$ cat src/rtl/hazard_ctrl_if.sv
// Pipeline hazard controller bundle: decoder/EX hazard inputs,
// pipeline-register control outputs and performance counters.
interface hazard_ctrl_if #(
  parameter int CNT_W = 16
);
  logic             imem_ready;
  logic             id_ex_mem_read;
  logic [4:0]       id_ex_rt;
  logic [4:0]       if_id_rs;
  logic [4:0]       if_id_rt;
  logic             id_uses_rt;
  logic             id_jump;
  logic             ex_branch_taken;
  logic             pc_write;
  logic             if_id_write;
  logic             if_id_flush;
  logic             id_ex_bubble;
  logic [CNT_W-1:0] stall_count;
  logic [CNT_W-1:0] flush_count;

  modport master (
    output imem_ready, id_ex_mem_read, id_ex_rt,
    output if_id_rs, if_id_rt, id_uses_rt,
    output id_jump, ex_branch_taken,
    input  pc_write, if_id_write, if_id_flush,
    input  id_ex_bubble, stall_count, flush_count
  );

  modport slave (
    input  imem_ready, id_ex_mem_read, id_ex_rt,
    input  if_id_rs, if_id_rt, id_uses_rt,
    input  id_jump, ex_branch_taken,
    output pc_write, if_id_write, if_id_flush,
    output id_ex_bubble, stall_count, flush_count
  );
endinterface

$ cat src/rtl/hazard_ctrl.sv
// Hazard/sequencing controller for the 5-stage MIPS32 pipeline:
// load-use stalls, branch/jump squash, imem wait states, perf counters.
module hazard_ctrl #(
  parameter int LOAD_LAT = 1,
  parameter int CNT_W    = 16
) (
  input  logic         clock,
  input  logic         reset,
  hazard_ctrl_if.slave hif
);
  typedef enum logic [1:0] {
    RUN      = 2'd0,
    LU_STALL = 2'd1,
    WAIT_MEM = 2'd2
  } state_t;

  localparam logic [3:0] LU_INIT = 4'(LOAD_LAT - 1);

  state_t           state, state_nx;
  logic [3:0]       lu_cnt, lu_cnt_nx;
  logic             pend_flush, pend_nx;
  logic [CNT_W-1:0] stall_cnt, flush_cnt;
  logic             lu, br, rdy;
  logic             pc_w, ifid_w, ifid_fl, bub;

  assign br  = hif.ex_branch_taken;
  assign rdy = hif.imem_ready;
  assign lu  = hif.id_ex_mem_read
             && (hif.id_ex_rt != 5'd0)
             && ((hif.id_ex_rt == hif.if_id_rs)
              || (hif.id_uses_rt
               && hif.id_ex_rt == hif.if_id_rt));

  always_ff @(posedge clock or negedge reset) begin
    if (!reset) begin
      state      <= RUN;
      lu_cnt     <= 4'd0;
      pend_flush <= 1'b0;
      stall_cnt  <= '0;
      flush_cnt  <= '0;
    end else begin
      state      <= state_nx;
      lu_cnt     <= lu_cnt_nx;
      pend_flush <= pend_nx;
      if (!pc_w && stall_cnt != '1)
        stall_cnt <= stall_cnt + 1'b1;
      if (ifid_fl && flush_cnt != '1)
        flush_cnt <= flush_cnt + 1'b1;
    end
  end

  always_comb begin
    state_nx  = state;
    lu_cnt_nx = lu_cnt;
    pend_nx   = pend_flush;
    unique case (state)
      RUN: begin
        if (!br) begin
          if (!rdy) begin
            state_nx = WAIT_MEM;
          end else if (lu && LOAD_LAT > 1) begin
            state_nx  = LU_STALL;
            lu_cnt_nx = LU_INIT;
          end
        end
      end
      LU_STALL: begin
        if (br) begin
          state_nx  = RUN;
          lu_cnt_nx = 4'd0;
        end else begin
          lu_cnt_nx = lu_cnt - 4'd1;
          if (lu_cnt == 4'd1)
            state_nx = RUN;
        end
      end
      WAIT_MEM: begin
        if (br && !rdy) begin
          pend_nx = 1'b1;
        end else if (rdy) begin
          pend_nx  = 1'b0;
          state_nx = RUN;
        end
      end
      default: state_nx = RUN;
    endcase
  end

  // Default is the stall set; each branch overrides what differs.
  always_comb begin
    pc_w    = 1'b0;
    ifid_w  = 1'b0;
    ifid_fl = 1'b0;
    bub     = 1'b1;
    if (!reset) begin
      ifid_fl = 1'b1;
    end else begin
      unique case (state)
        RUN: begin
          if (br) begin
            pc_w    = 1'b1;
            ifid_w  = 1'b1;
            ifid_fl = 1'b1;
          end else if (rdy && !lu) begin
            pc_w    = 1'b1;
            ifid_w  = 1'b1;
            ifid_fl = hif.id_jump;
            bub     = 1'b0;
          end
        end
        LU_STALL: begin
          if (br) begin
            pc_w    = 1'b1;
            ifid_w  = 1'b1;
            ifid_fl = 1'b1;
          end
        end
        WAIT_MEM: begin
          if (br && !rdy) begin
            pc_w = 1'b1;
          end else if (rdy) begin
            pc_w    = 1'b1;
            ifid_w  = 1'b1;
            ifid_fl = pend_flush | br;
            bub     = 1'b0;
          end
        end
        default: ;
      endcase
    end
  end

  assign hif.pc_write     = pc_w;
  assign hif.if_id_write  = ifid_w;
  assign hif.if_id_flush  = ifid_fl;
  assign hif.id_ex_bubble = bub;
  assign hif.stall_count  = stall_cnt;
  assign hif.flush_count  = flush_cnt;
endmodule

$ cat src/flat_wrapper.sv
// flat-port wrapper written by rule: the top's interface ports become plain ports
module hazard_ctrl_flat 
#(
  parameter int LOAD_LAT = 1,
  parameter int CNT_W    = 16
)
  (clock, reset, hif_imem_ready, hif_id_ex_mem_read, hif_id_ex_rt, hif_if_id_rs, hif_if_id_rt, hif_id_uses_rt, hif_id_jump, hif_ex_branch_taken, hif_pc_write, hif_if_id_write, hif_if_id_flush, hif_id_ex_bubble, hif_stall_count, hif_flush_count);
  hazard_ctrl_if #(.CNT_W(CNT_W)) hif_i ();
  input  logic clock;
  input  logic reset;
  input wire logic [$bits(hif_i.imem_ready)-1:0] hif_imem_ready;
  input wire logic [$bits(hif_i.id_ex_mem_read)-1:0] hif_id_ex_mem_read;
  input wire logic [$bits(hif_i.id_ex_rt)-1:0] hif_id_ex_rt;
  input wire logic [$bits(hif_i.if_id_rs)-1:0] hif_if_id_rs;
  input wire logic [$bits(hif_i.if_id_rt)-1:0] hif_if_id_rt;
  input wire logic [$bits(hif_i.id_uses_rt)-1:0] hif_id_uses_rt;
  input wire logic [$bits(hif_i.id_jump)-1:0] hif_id_jump;
  input wire logic [$bits(hif_i.ex_branch_taken)-1:0] hif_ex_branch_taken;
  output wire logic [$bits(hif_i.pc_write)-1:0] hif_pc_write;
  output wire logic [$bits(hif_i.if_id_write)-1:0] hif_if_id_write;
  output wire logic [$bits(hif_i.if_id_flush)-1:0] hif_if_id_flush;
  output wire logic [$bits(hif_i.id_ex_bubble)-1:0] hif_id_ex_bubble;
  output wire logic [$bits(hif_i.stall_count)-1:0] hif_stall_count;
  output wire logic [$bits(hif_i.flush_count)-1:0] hif_flush_count;
  assign hif_i.imem_ready = hif_imem_ready;
  assign hif_i.id_ex_mem_read = hif_id_ex_mem_read;
  assign hif_i.id_ex_rt = hif_id_ex_rt;
  assign hif_i.if_id_rs = hif_if_id_rs;
  assign hif_i.if_id_rt = hif_if_id_rt;
  assign hif_i.id_uses_rt = hif_id_uses_rt;
  assign hif_i.id_jump = hif_id_jump;
  assign hif_i.ex_branch_taken = hif_ex_branch_taken;
  assign hif_pc_write = hif_i.pc_write;
  assign hif_if_id_write = hif_i.if_id_write;
  assign hif_if_id_flush = hif_i.if_id_flush;
  assign hif_id_ex_bubble = hif_i.id_ex_bubble;
  assign hif_stall_count = hif_i.stall_count;
  assign hif_flush_count = hif_i.flush_count;
  hazard_ctrl #(.LOAD_LAT(LOAD_LAT), .CNT_W(CNT_W)) u_core (.clock(clock), .reset(reset), .hif(hif_i));
endmodule
$ cat config.mk
export PLATFORM = sky130hd
export DESIGN_NAME = hazard_ctrl_flat
export DESIGN_NICKNAME = d
export VERILOG_FILES = /design/src/rtl/hazard_ctrl_if.sv /design/src/rtl/hazard_ctrl.sv /design/src/flat_wrapper.sv
export SDC_FILE = /design/constraint.sdc
export NUM_CORES = 1
export LEC_CHECK = 0
export BUFFER_PORTS_ARGS = -buffer_cell sky130_fd_sc_hd__buf_2
export CAP_MARGIN = 20
export CORE_MARGIN = 2
export CORE_UTILIZATION = 40
export DETAILED_ROUTE_END_ITERATION = 10
export PLACE_DENSITY = 0.66
export SLEW_MARGIN = 15
export SYNTH_ARGS = -nofsm -noshare
export SYNTH_HDL_FRONTEND = slang
export SYNTH_SLANG_ARGS = --single-unit
$ cat constraint.sdc
create_clock -name clock -period 2.6 [get_ports clock]
set_input_delay 0.78 -clock clock [delete_from_list [all_inputs] [get_ports clock]]
set_output_delay 0.78 -clock clock [all_outputs]
set_load 0.01 [all_outputs]
==> run summary, run 1 <==
The number of cells on the worst reg-to-reg path is 8. The largest fanout on the critical path came out at 4. The run gives 1.82 ns as the required time of the critical path. For the detailed-route via count, the log shows 1484. Ranked by instance count, the synthesized netlist is headed by 34 x dfrtp_1, 31 x xnor2_1, 15 x nand3_1.

The core region is 4294 sq um. Buffers inserted during clock tree synthesis total 5. In the synthesized netlist the dominant register cell turns out to be dfrtp_1. The worst setup path is of the primary input to output pin kind.

The number of buffer cells added on primary ports is 57. The violation count after the first detailed-route iteration is 65, and the number of fillers in the final layout is 418. In this run the tightest slew margin relative to its limit is 71.90%. The final period demand of the worst path was 2.931 ns; the fraction of post-synthesis cell area in the top cell type by area was 48.71%.

Counting both buffers and inverters, the worst setup path holds a total of 2. After clock tree synthesis, the clock-pin slew on the worst setup and hold paths is 0.07 ns. The count of boundary I/O pins was 58; the final number of hold-violating endpoints was 0. The critical path's largest stage delay was 0.52 ns; the worst endpoint data arrival time was 2.15 ns.

In the finished design, the share of the clock period the worst path needs comes to 112.7%. The final hold slack was 0.4552 ns; the clock group share of total power was 23.9%. Among the stages of the critical path, the cell type that occurs most often is buf_6. Measured along the y axis, the die boundary spans 70.08 um.

At the later pin of the worst-skew pair, clock insertion delay measures 0.28 ns. A synthesized cell averages 10.72 sq um. The class of the tightest hold or removal check was primary input to async pin. The number of placed instances with taps included came out at 283.

The run gives 1747 sq um as the netlist area before placement. The fraction of layout instances using a drive strength above 1 is 40.08%. The logs give 0 for the number of routed nets with antenna violations and 2 for the depth of the CTS H-tree.

The pre-antenna-repair detailed-routing pass consisted of 4 iterations. Once detailed placement completed, the half-perimeter wirelength came to 2807 um. 0 antenna diodes ended up in the layout. The cell with the largest stage delay on the worst path is or4_4. In this run the clock root is driven by a clkbuf_8. The finished layout holds 299 standard cells, fillers aside. The run gives 29.3% as the relative contribution of combinational cells to total power.

The core occupancy in the finished layout is 55.45%, and the final net count is 270. For the smallest setup slack after layout, the log shows -0.3315 ns. The count of final max-slew check failures came out at 0.

In the final routed layout, each cell accounts on average for 12.87 um. The routed design has 3848 um of wire. Sequential cells burn 46.8% of the power. Of the total power, the share spent switching nets is 33.12%. TritonCTS built the clock tree.

At the pin with the least slew margin, the transition time is 0.4171 ns. Counting buffers and inverters, the worst setup path is 7 cells deep. Traced cell by cell, the critical path runs through buf_6 -> or4_4 -> o21a_1 -> and2_4 -> a21oi_4 -> nor2b_4 -> buf_6. The internal portion of the total power is 1.106 mW. The clock net in this run drives a total of 34 sinks.

The upper clock frequency limit is 341.1 MHz, and the initial antenna violation count is 0. For the final database, setup skew stands at 0.007497 ns. The number of nets handed over by synthesis was 187. Yosys mapped the design onto 32 distinct sky130hd cell types. Among all cell types in the netlist, the one instantiated most often is dfrtp_1. Grouping stages by cell kind, the critical path spends the most delay in simple AND/OR/NAND/NOR gates.

The first global-routing pass estimated 6465 um of wire. Of all flip-flops after synthesis, the portion carrying an async set or reset was 100.0%. Entering global routing, the biggest net connects 27 pins. For the number of global-route vias before repair, the log shows 1423. The static leakage was 1.166 nW. The run gives 24 as the number of core rows. Global routing finished with a remaining overflow of 0.

The flow ran to the end, but the final reports show violations. The cell count after synthesis came out at 163. STA classifies the critical path startpoint as a primary input. In the routed design, unresolved DRC markers number 0. Setup repair after global routing could not meet its margin everywhere. The logs give 40.68% for the initial cell density of the core and 4 for the count of endpoints failing setup in the final report.

Relative to the synthesized area, the layout overhead comes to 36.32%. Max-cap violations in this run came to 0. The floorplan step defined a die boundary enclosing 4911 sq um. The worst ir drop on vdd is 0.4542 mV. The portion of the post-synthesis area used by sequential elements came out at 48.71%. The final reports fail on setup timing. After synthesis the netlist holds a flip-flop and latch count of 34.

The tools report the number of synthesis warnings as 0. The run gives 2 as the maximum buffer depth of the clock tree. Element type at the critical path end: an output pin.

The reported net switching power was 0.5475 mW; the worst slack at placement was -0.3304 ns. The global router's overall resource usage was 16.27%. The die outline width came out at 70.08 um. The vias per cell came out at 4.963.

At the end of routability-driven placement, the weighted congestion stood at 0.8323. The count of flip-flops with a built-in enable after synthesis works out to 0. In the post-synthesis netlist, the biggest area contributors are dfrtp_1 49%, xnor2_1 16%, nand3_1 4.3%, xor2_1 4.0%, nand4_1 2.9%. Of all cell types, the one taking the most synthesized area is dfrtp_1. Power spread over the standard cell area amounts to 694.4 nW/um^2.
==> power by group through the flow <==
stage	sequential [mW]	clock (mW)	combinational (mW)
finish	0.773	0.396	0.484
global route	0.799	0.437	0.538
CTS	0.775	0.414	0.486
detailed placement	0.784	0	0.471
global placement	0.781	0	0.460
floorplan	0.812	0	0.231
==> layout by cell type, fill, tap and decap left out, drive strengths merged <==
cell type,n
dfrtp,34
nand4,8
nor2b,1
and2,3
clkbuf,7
xor2,8
nor3,1
a32o,1
o21ai,2
clkinv,1
buf,77
nand2,11
nor2,12
o211ai,1
nand2b,1
mux2,2
xnor2,31
inv,3
mux2i,1
nand4b,1
or4,1
and3,7
ha,2
a21oi,7
nand3,15
and4,3
or2,1
o211a,1
o21a,3
o22ai,1
==> logic make-up (layout without fill, tap and decap cells) <==
family | after synthesis | after routing | synth area share, %
fa+ha+maj | 2 | 2 | 1.432
buf+inv | 4 | 88 | 1.289
flops | 34 | 34 | 48.71
compound gates | 16 | 16 | 7.092
mux | 3 | 3 | 1.862
xor+xnor | 39 | 39 | 19.56
simple gates | 65 | 65 | 20.06
==> through the flow <==
stage | total power, mW | cell area, sq um | setup TNS (ns)
6_report | 1.653 | 2381 | -1.149
3_5_place_dp | 1.255 | 2195 | -1.206
4_1_cts | 1.675 | 2354 | -1.053
5_1_grt | 1.774 | 2381 | -1.312
2_1_floorplan | 1.043 | 1765 | -0.2005
3_3_place_gp | 1.241 | 2195 | -1.084
==> final cells by class <==
type                            count  area, sq um  area share [%]
Sequential cell                    34        850.8           35.73
Multi-Input combinational cell    125        908.4           38.15
Inverter                            3        11.26          0.4729
Tap cell                           52        65.06           2.733
Clock buffer                        7        86.33           3.626
Timing Repair Buffer               77        454.2           19.08
Clock inverter                      1        5.005          0.2102
==> registers in the layout, indices dropped and copies added, names as in the netlist <==
| signal | flops |
|---|---|
| u_core.state | 1 |
| u_core.hif.flush_count | 16 |
| u_core.hif.stall_count | 16 |
| u_core.pend_flush | 1 |
==> worst paths after layout <==
check | startpoint | to | slack [ns]
max reg2reg | u_core.hif.flush_count[8] | u_core.hif.flush_count[14] | 0.59
min | reset | u_core.hif.stall_count[12] | 0.46
max in group asynchronous | reset | u_core.hif.flush_count[11] | 1.79
max | hif_id_ex_rt[2] | hif_if_id_write | -0.33
min reg2reg | u_core.hif.flush_count[10] | u_core.hif.flush_count[10] | 0.48
min in group clock | u_core.hif.flush_count[10] | u_core.hif.flush_count[10] | 0.48
==> routing by layer <==
layer	vias to the layer above	part of all wire, %	GRT usage, %
li1	732	-	-
met4	0	0.31	3.205
met5	-	0	0
met1	693	46	22.18
met3	2	8.2	6.061
met2	57	46	25.08
==> what timing repair did <==
| item | in CTS | in global routing |
|---|---|---|
| hold buffers | 0 | 0 |
| pin swaps | 3 | 7 |
| endpoints found under the setup margin | 4 | 4 |
| gates resized for setup | 4 | 3 |
| buffers inserted | 6 | 2 |
Power figures use the tool's default switching activity.
==> inputs of run 2 (changes only) <==
Settings changed: ABC_AREA set to 1, CTS_CLUSTER_SIZE set to 16, PLACE_DENSITY 0.66 to 0.63, SKIP_CTS_REPAIR_TIMING set to 1.
==> run summary, run 2 <==
The flow ran to the end, and the final reports show no timing, DRC or antenna violations. The register-to-register setup slack was 0.45 ns. The post-route clock skew was 0.003994 ns.

Routability-driven placement finished with a final weighted congestion of 0.8722. Setup violations remaining at the end of the flow were counted as 0. Yosys attributes the largest share of cell area to dfrtp_1 37%, nand2_1 21%, nand3_1 6.7%, inv_1 5.7%, xor2_1 5.7%.

The count of buffers added on input and output ports is 57. The internal portion of the total power is 1.017 mW. Die outline width: 80.07 um.

Class of the tightest hold or removal check: flip-flop to flip-flop. For the final routed database, the setup TNS stands at 0 ns. Global routing consumed, on the met1 layer, 26.48% of the routing resources. The tools report the number of synthesis warnings as 0. The most used flip-flop cell after synthesis is dfrtp_1. Using the TritonRoute via totals, the vias-per-cell ratio works out to 4.888. Headroom to the max-slew limit came out at 70.09%. Counting flops with an async set or reset pin after synthesis yields a share of 100.0%. The worst endpoint data arrival time is 1.79 ns. Once placement finished, the instance area stood at 2700 sq um. End of the worst register-to-register path: u_core.hif.flush_count[0]. Leading cell type by number of instances after synthesis: nand2_1. The slowest stage of the critical path belongs to the cell buf_2. The run gives 0.5140 ns as the final hold slack.

TritonCTS built the clock tree. After legalization and detailed placement, the total HPWL measured 4091 um. For this run, the register share of the synthesized area comes to 36.76%. For the number of search-and-repair iterations in the first detailed-routing pass, the log shows 4.

The tools report the reported net switching power as 0.5728 mW. The largest total area in the synthesized netlist belongs to dfrtp_1. The final net count was 425.

In the finished design, the share of the clock period the worst path needs comes to 98.73%. Number of global-route vias before repair: 2137. By instance count, the cell type seen most on the critical path is nand2_2. The run gives 2315 sq um as the netlist area before placement.

Measured along the y axis, the die boundary spans 80.07 um. Compared with the post-synthesis result, the final layout area differs by 25.14%. The global-route layer with the greatest usage is met2.

In this run, placement finished with an instance count of 465. The floorplan step defined a die boundary enclosing 6411 sq um. Entering global routing, the biggest net connects 35 pins. The count of flip-flops with a built-in enable after synthesis was 0; the ratio of total power to cell area was 548.9 nW/um^2.

The first global-routing pass estimated 9604 um of wire. Summed over all cells, the static leakage comes to 1.606 nW. The relative contribution of combinational cells to total power was 29.5%; the count of unresolved DRC violations after routing was 0. CTS saw 34 sinks.

58 I/O pins were placed. The final number of hold-violating endpoints was 0; the switching share of power was 36.03%. Counting the fill cells in the layout gives 584. The maximum buffer depth of the clock tree came out at 2. CTS placed an instance of clkbuf_8 at the clock tree root. Registers are responsible for 44.8% of the overall power. Global routing used 18.99% of the available tracks across all layers. The run gives 0 as the count of final max-slew check failures. The total overflow left after global routing is 0. In this run the biggest area consumer among cell types represents 36.76% of the synthesized area.

The detailed router finished its first iteration with 159 violations. Distinct cell type count of the synthesized netlist: 26. In the layout the commonest cells are 120 x nand2_1, 48 x buf_2, 34 x dfrtp_1, 31 x nand3_1. For the worst flop-to-flop path, the logic depth is 7. For this run, global-route usage on met2 was measured as 29.08%. Data on the critical path is required at its endpoint by 1.82 ns.

The startpoint identified for the worst register-to-register timing path is u_core.hif.flush_count[0]. Launch point of the critical path: hif_if_id_rt[0]. The tools report the kind of launch point of the worst setup path as a primary input. The floorplan has 27 rows. The most common cell after layout, fill and taps aside is nand2_1. The fraction of layout instances using a drive strength above 1 was 24.63%; the initial cell density of the core was 41.78%.

The logs give 5812 um for the final routed wirelength across all metal layers and 361 for the synthesized netlist net count. Counting instances in the post-synthesis netlist gives the leading cell types as 131 x nand2_1, 35 x inv_1, 34 x dfrtp_1. In this run, the clock network consumes 25.7% of the power. In this run, CTS created clock tree buffers numbering 5. For the core region area, the log shows 5540 sq um. The critical path's largest stage delay is 0.13 ns, and the slew at the pin closest to its max-slew limit is 0.4487 ns. Once detail routing completed, the nets flagged for antenna violations numbered 0. The register clock-pin slew on the reported worst setup and hold paths is 0.07 ns, and the largest fanout on the critical path is 2. The synthesized instance count is 337. The routed design could run at a clock period as short as 2.567 ns.

Timing would allow up to 389.6 MHz. The finished layout holds 474 standard cells, fillers aside. The run gives 2 as the depth of the CTS H-tree. Summing all non-filler instances in the final layout gives an area of 2897 sq um.

The logs give 0 for the initial antenna violation count and 0 for the number of violations of the max-capacitance limit. The signal on the critical path passes through buf_2 -> inv_2 -> nand2_2 -> nand2_2 -> nor2_2 -> nand3_1 -> nand2_1 -> nand2_1 -> nand2_2 -> nand2_2 -> nand2_2 -> nand2_2 -> o21a_1 -> buf_2. For the antenna diode count, the log shows 0.

Counting flops and latches in the post-synthesis netlist gives 34. STA classifies the critical path endpoint as an output pin. For this run, global-route usage on met3 was measured as 4.045%.

The worst ir drop on vdd was 0.3974 mV; the final routed wire length divided by cell count was 12.26 um. The category of the critical setup timing path was primary input to output pin. Following the worst setup path forward leads to its endpoint at hif_if_id_write. At the later pin of the worst-skew pair, clock insertion delay measures 0.28 ns. The average instance area after synthesis is 6.869 sq um, and the detailed-route via count is 2317. The total power after layout came out at 1.590 mW. Setup repair after global routing could not meet its margin everywhere.
-- run 2: cell count changes after synthesis, sizes merged, moves of 5 or more --
cell and delta:
buf +5, nand4 +11, nor3 +7, xnor2 -21, and3 -7, xor2 +7
nand3 +17, nand2 +122, a21oi -6, nor2 +18, inv +33
-- run 2: worst min-delay path by stage --
stage                               start                          to  cells past startpoint
3_3_place_gp            u_core.pend_flush           u_core.pend_flush                      2
2_1_floorplan           u_core.pend_flush           u_core.pend_flush                      2
5_1_grt        u_core.hif.flush_count[13]  u_core.hif.flush_count[13]                      2
3_5_place_dp   u_core.hif.flush_count[13]  u_core.hif.flush_count[13]                      2
6_report                u_core.pend_flush           u_core.pend_flush                      2
4_1_cts        u_core.hif.flush_count[13]  u_core.hif.flush_count[13]                      2
-- run 2: power groups by stage --
stage | clock (mW) | sequential [mW] | combinational, mW
CTS | 0.426 | 0.709 | 0.453
global placement | 0 | 0.716 | 0.439
detailed placement | 0 | 0.717 | 0.449
floorplan | 0 | 0.736 | 0.254
global route | 0.444 | 0.724 | 0.531
finish | 0.408 | 0.712 | 0.469
-- run 2: area by class of cell --
type	instances	area, sq um	share of cell area [%]
inverter	36	140.1	4.838
clock buffer	7	86.33	2.981
clock inverter	1	5.005	0.1728
timing repair buffer	65	405.4	14.00
tap	72	90.09	3.110
multi-input combinational	259	1319	45.53
sequential	34	850.8	29.37
-- run 2: per-stage QoR --
step / utilization (%) / setup slack (ns)
2_1_floorplan: - / 0.1157
4_1_cts: 50.38 / -0.06059
5_1_grt: 52.28 / -0.1060
3_3_place_gp: 48.74 / -0.03503
6_report: 52.28 / 0.03315
3_5_place_dp: 48.74 / -0.05180
-- run 2: logic make-up (layout without fill, tap and decap cells) --
logic type / after synthesis / after routing / synth area share, %
and+or+nand+nor: 226 / 226 / 43.51
buffers and inverters: 44 / 109 / 7.676
DFF: 34 / 34 / 36.76
xor gates and xnor gates: 25 / 25 / 9.459
AOI/OAI and AO/OA: 6 / 6 / 1.513
adders and majority gates: 2 / 2 / 1.081
-- run 2: routing by layer --
metal | wire length (um) | share of wire, % | vias up
met3 | 345 | 5.9 | 5
met5 | 0 | 0 | -
met1 | 2816 | 48 | 1060
met2 | 2593 | 45 | 57
met4 | 57 | 0.98 | 0
li1 | - | - | 1195
-- run 2: critical path: cells and delay by family --
kind                   cells  cell delay [ns]
buffers and inverters      3             0.24
AO/OA/AOI/OAI              1             0.10
AND/OR/NAND/NOR           10             0.66
